--- config.mk ---
export PLATFORM = sky130hd
export DESIGN_NAME = svc_rv_mem_arb
export DESIGN_NICKNAME = d
export VERILOG_FILES = /design/src/rtl/svc_rv_mem_arb.sv
export SDC_FILE = /design/constraint.sdc
export NUM_CORES = 1
export LEC_CHECK = 0
export BUFFER_PORTS_ARGS = -buffer_cell sky130_fd_sc_hd__buf_2
export CORE_AREA = 2 2 100 102
export CTS_BUF_LIST = sky130_fd_sc_hd__clkbuf_2
export DETAILED_ROUTE_END_ITERATION = 16
export DIE_AREA = 0 0 102 104
export PLACE_DENSITY_LB_ADDON = 0.15
export SYNTH_ARGS = -nofsm -noshare
export SYNTH_HDL_FRONTEND = slang
export SYNTH_SLANG_ARGS = --single-unit
--- constraint.sdc ---
create_clock -name clk -period 2.05 [get_ports clk]
set_input_delay 0.1025 -clock clk [delete_from_list [all_inputs] [get_ports clk]]
set_output_delay 0.1025 -clock clk [all_outputs]
set_load 0.1 [all_outputs]
--- src/rtl/svc_rv_mem_arb.sv ---
// Two-requester arbiter in front of a single-port BRAM with 1-cycle read latency.
// Round-robin or fixed priority, bounded lock, read responses routed back to the issuer.
module svc_rv_mem_arb #(
    parameter int AW       = 10,
    parameter int DW       = 32,
    parameter int RR       = 1,
    parameter int LOCK_MAX = 16
) (
    input  logic            clk,
    input  logic            rst_n,
    input  logic            m0_valid,
    output logic            m0_ready,
    input  logic            m0_we,
    input  logic            m0_lock,
    input  logic [AW-1:0]   m0_addr,
    input  logic [DW-1:0]   m0_wdata,
    input  logic [DW/8-1:0] m0_wstrb,
    output logic            m0_rvalid,
    output logic [DW-1:0]   m0_rdata,
    input  logic            m1_valid,
    output logic            m1_ready,
    input  logic            m1_we,
    input  logic            m1_lock,
    input  logic [AW-1:0]   m1_addr,
    input  logic [DW-1:0]   m1_wdata,
    input  logic [DW/8-1:0] m1_wstrb,
    output logic            m1_rvalid,
    output logic [DW-1:0]   m1_rdata,
    output logic            mem_ren,
    output logic [AW-1:0]   mem_raddr,
    input  logic [DW-1:0]   mem_rdata,
    output logic            mem_wen,
    output logic [AW-1:0]   mem_waddr,
    output logic [DW-1:0]   mem_wdata,
    output logic [DW/8-1:0] mem_wstrb
);
    localparam int CW = (LOCK_MAX > 0) ? $clog2(LOCK_MAX + 1) : 1;

    // rr_pref is the requester favoured on the next tie (the inverse of the last
    // grant); resetting it to 0 makes m0 win the first tie after reset.
    logic          rr_pref;
    logic          lock_owner_vld;
    logic          lock_owner;
    logic [CW-1:0] lock_cnt;
    logic          rd_pend;
    logic          rd_owner;

    logic          gnt_vld;
    logic          gnt_id;
    logic          lock_act;
    logic          sel_we;
    logic          sel_lock;
    logic          owner_valid;

    always_comb begin
        gnt_vld  = 1'b0;
        gnt_id   = 1'b0;
        lock_act = (LOCK_MAX > 0) && lock_owner_vld && (lock_cnt < CW'(LOCK_MAX));
        if (rst_n && (m0_valid || m1_valid)) begin
            gnt_vld = 1'b1;
            if (m0_valid && m1_valid)
                gnt_id = lock_act ? lock_owner : ((RR != 0) ? rr_pref : 1'b0);
            else
                gnt_id = m1_valid;
        end
    end

    assign sel_we      = gnt_id ? m1_we   : m0_we;
    assign sel_lock    = gnt_id ? m1_lock : m0_lock;
    assign owner_valid = lock_owner ? m1_valid : m0_valid;

    assign m0_ready  = gnt_vld && !gnt_id;
    assign m1_ready  = gnt_vld &&  gnt_id;

    assign mem_ren   = gnt_vld && !sel_we;
    assign mem_wen   = gnt_vld &&  sel_we;
    assign mem_raddr = gnt_id ? m1_addr  : m0_addr;
    assign mem_waddr = mem_raddr;
    assign mem_wdata = gnt_id ? m1_wdata : m0_wdata;
    assign mem_wstrb = gnt_id ? m1_wstrb : m0_wstrb;

    assign m0_rvalid = rd_pend && !rd_owner;
    assign m1_rvalid = rd_pend &&  rd_owner;
    assign m0_rdata  = mem_rdata;
    assign m1_rdata  = mem_rdata;

    always_ff @(posedge clk or negedge rst_n) begin
        if (!rst_n) begin
            rr_pref        <= 1'b0;
            lock_owner_vld <= 1'b0;
            lock_owner     <= 1'b0;
            lock_cnt       <= '0;
            rd_pend        <= 1'b0;
            rd_owner       <= 1'b0;
        end else begin
            rd_pend  <= mem_ren;
            rd_owner <= gnt_id;
            if (gnt_vld)
                rr_pref <= ~gnt_id;
            if (LOCK_MAX > 0) begin
                // A locked accept (re)claims the lock; anything else drops it.
                if (gnt_vld && sel_lock) begin
                    lock_owner_vld <= 1'b1;
                    lock_owner     <= gnt_id;
                    if (lock_owner_vld && (lock_owner == gnt_id)) begin
                        if (lock_cnt != CW'(LOCK_MAX))
                            lock_cnt <= lock_cnt + CW'(1);
                    end else begin
                        lock_cnt <= CW'(1);
                    end
                end else if (gnt_vld || (lock_owner_vld && !owner_valid)) begin
                    lock_owner_vld <= 1'b0;
                    lock_cnt       <= '0;
                end
            end
        end
    end

    a_one_ready: assert property (@(posedge clk) disable iff (!rst_n) !(m0_ready && m1_ready));
    a_one_op:    assert property (@(posedge clk) disable iff (!rst_n) !(mem_ren && mem_wen));
    a_rv0:       assert property (@(posedge clk) disable iff (!rst_n)
                     m0_rvalid |-> $past(m0_valid && m0_ready && !m0_we));
    a_rv1:       assert property (@(posedge clk) disable iff (!rst_n)
                     m1_rvalid |-> $past(m1_valid && m1_ready && !m1_we));
endmodule

==> out/qor.yml <==
detailed_routing:
  drt-initial-drc-count: 29
  wl_um: 6790
  route.vias.total: 1690
  drc_errors: 0
  wl_per_cell_um: 15.7
  first_pass_iters: 4
  avgViaCountPerCell: 3.90
  ant_nets: 0
logic_synthesis:
  synth_seq_area_share: 0.139
  synth_nets: 331
  yosysUniqueCellTypes: 35
  ys_warn_count: 0
  syn_area_per_cell_um2: 9.16
  netlist_instances: 197
  synth_area_um2: 1800
  synth-seq-cells: 10
sta:
  fin_crit_sh: 1.04
  clock.fmax_ghz: 0.469
  rsz0062_at_grt: "true"
  relSlewSlack: 0.674
  setup_ws_ns: -0.0838
  setup_violations: 52
  drv_slew: 0
  fin_worst_skew_ns: 0.00332
  fin_crit_ns: 2.13
  hold_viol: 0
  tightest_slew_ns: 0.492
setup_path:
  cp_max_fo: 21
  rr_startpoint: "lock_cnt[4]"
  critPathKind: "register to primary output"
  worst_ep_arrival_time_ns: 2.03
  required_ns: 1.95
  worstSetupEndpointType: "primary output"
  critPathLaunch: "lock_cnt[4]"
  critPathLaunchType: "register"
clock_network:
  cts_buffer_depth: 2
  clockRootBuffer: "clkbuf_2"
  h-tree-depth: 1
  cts.clk_slew.worst_paths_ns: 0.11
  cts_tree: "yes"
  numCtsBuffers: 3
  clock_latency_ns: 0.26
  clock_sinks: 10
final_layout:
  most-common-layout-cells: "buf_2, buf_6, mux2_2"
  nNetsFinal: 436
  layout_commonest_cell: "buf_2"
  multi_input_area_um2: 1030
  area_growth_pct: 68.2
  antenna_cells: 0
  final_area_um2: 3040
  fill_cells: 1024
  seq_area_um2: 250
  drive_above_1_share: 0.800
flow_run:
  maxCapViolCount: 0
place:
  gp_congestion: 0.733
  place_area_um2: 2510
  port_buffers: 161
  dp_hpwl_um: 5700
pwr:
  ir_drop_mv: 0.309
  leakage_nw: 1.46
  finalPower_mw: 2.05
  powerDensity_nw_per_um2: 675
floorplan:
  die_area_um2: 10600
  die_y_um: 104
  initial_core_util: 0.189
  io_pins: 258
  core-area_um2: 9550
  fp.dieW_um: 102
  rows: 36
outcome:
  outcome: "complete, but fails checks"
  violations: "setup timing"
grt:
  track_usage: 0.119
  globalRouteOverflowTotal: 0
  antenna_found_initial: 0
  grt_pass1_wl_um: 9900
  grt_pass1_vias: 1803
  grt_max_degree: 22
hold_path:
  hold_start: "m1_lock"
  hold_path_class: "input pin to register"
[final timing paths]
path	endpoint	slack, ns	cells after the start
worst max-delay path	mem_waddr[8]	-0.08	6
worst min-delay path	lock_owner	0.17	3
worst max register to register	lock_cnt[1]	0.06	9
worst min register to register	lock_cnt[3]	0.58	2
max in group asynchronous	rd_owner	1.55	3
min in group asynchronous	lock_cnt[1]	0.34	3
[sequential cells by signal (all words and copies together), names as in the netlist]
| signal | count |
|---|---|
| rd_owner | 1 |
| rd_pend | 1 |
| lock_owner | 1 |
| lock_cnt | 5 |
| rr_pref | 1 |
| lock_owner_vld | 1 |
[cell families (layout without fill, tap and decap cells)]
kind of cell,Yosys count,count (layout),synth area share
xor gates and xnor gates,1,1,0.00486
DFF,10,10,0.139
adders and majority gates,2,2,0.0139
muxes,48,48,0.298
AOI/OAI and AO/OA,22,22,0.109
and+or+nand+nor,30,30,0.0915
buffers and inverters,84,187,0.344
[cell type report]
class / count / area share
clock buffers: 3 / 0.00495
inverters: 4 / 0.00495
multi-input cells: 103 / 0.338
flip-flops and latches: 10 / 0.0824
well taps: 133 / 0.0548
repair buffers: 180 / 0.514
[critical path: stages, from the launching register on]
cell and delay [ns]:
dfrtp_1 0.41, nand2b_1 0.20, a311oi_4 0.23, buf_6 0.17, buf_12 0.17, mux2_2 0.38
buf_6 0.19
[Yosys cell counts, drive strengths merged]
master	instances	area, um^2
buf	80	606
mux2	46	518
dfrtp	10	250
nand2	10	40.0
nor2	5	18.8
a21oi	4	20.0
inv	4	15.0
o21ai	4	20.0
nand3	3	15.0
a311oi	2	35.0
a31oi	2	18.8
and2	2	12.5
ha	2	25.0
mux2i	2	20.0
nand2b	2	12.5
nand4	2	12.5
nor2b	2	12.5
o21a	2	15.0
o311ai	2	32.5
a211oi	1	7.51
a21boi	1	7.51
a21o	1	7.51
a22oi	1	7.51
and3b	1	8.76
and4bb	1	16.3
nor3	1	5.00
o2bb2ai	1	15.0
o311a	1	10.0
or4bb	1	11.3
xor2	1	8.76
[layer usage]
metal  wire length, um  global-route usage
met3               512              0.0282
met1              3100               0.166
met4               196              0.0343
met5                 0                   0
met2              2990               0.180
[power by group]
group	switching [mW]	internal (mW)	total, mW	leakage (nW)
Combinational	1.13	0.568	1.70	1.32
Sequential	0.0175	0.217	0.234	0.131
Clock	0.0727	0.0399	0.113	0.0125
[stage by stage]
stage | setup TNS [ns] | cells | hold WS (ns) | util | worst slack, ns
after global placement | -0.183 | 424 | 0.0800 | 0.263 | -0.0591
after CTS | -3.79 | 433 | 0.163 | 0.317 | -0.108
after global routing | -8.55 | 433 | 0.170 | 0.318 | -0.188
final | -2.30 | 433 | 0.168 | 0.318 | -0.0838
after floorplan | -0.730 | 197 | -0.193 | - | -0.198
after detailed placement | -0.310 | 424 | 0.0831 | 0.263 | -0.0737
[timing repair]
action                     4_1_cts  5_1_grt
setup endpoints to repair       59       61
gates resized for setup        122        2
buffers inserted                 4        0
gates cloned                     1        0
hold endpoints to repair        10        0
pin swaps                        2        0
hold buffers                     1        0
No activity file was read; power rests on OpenSTA's default activity.
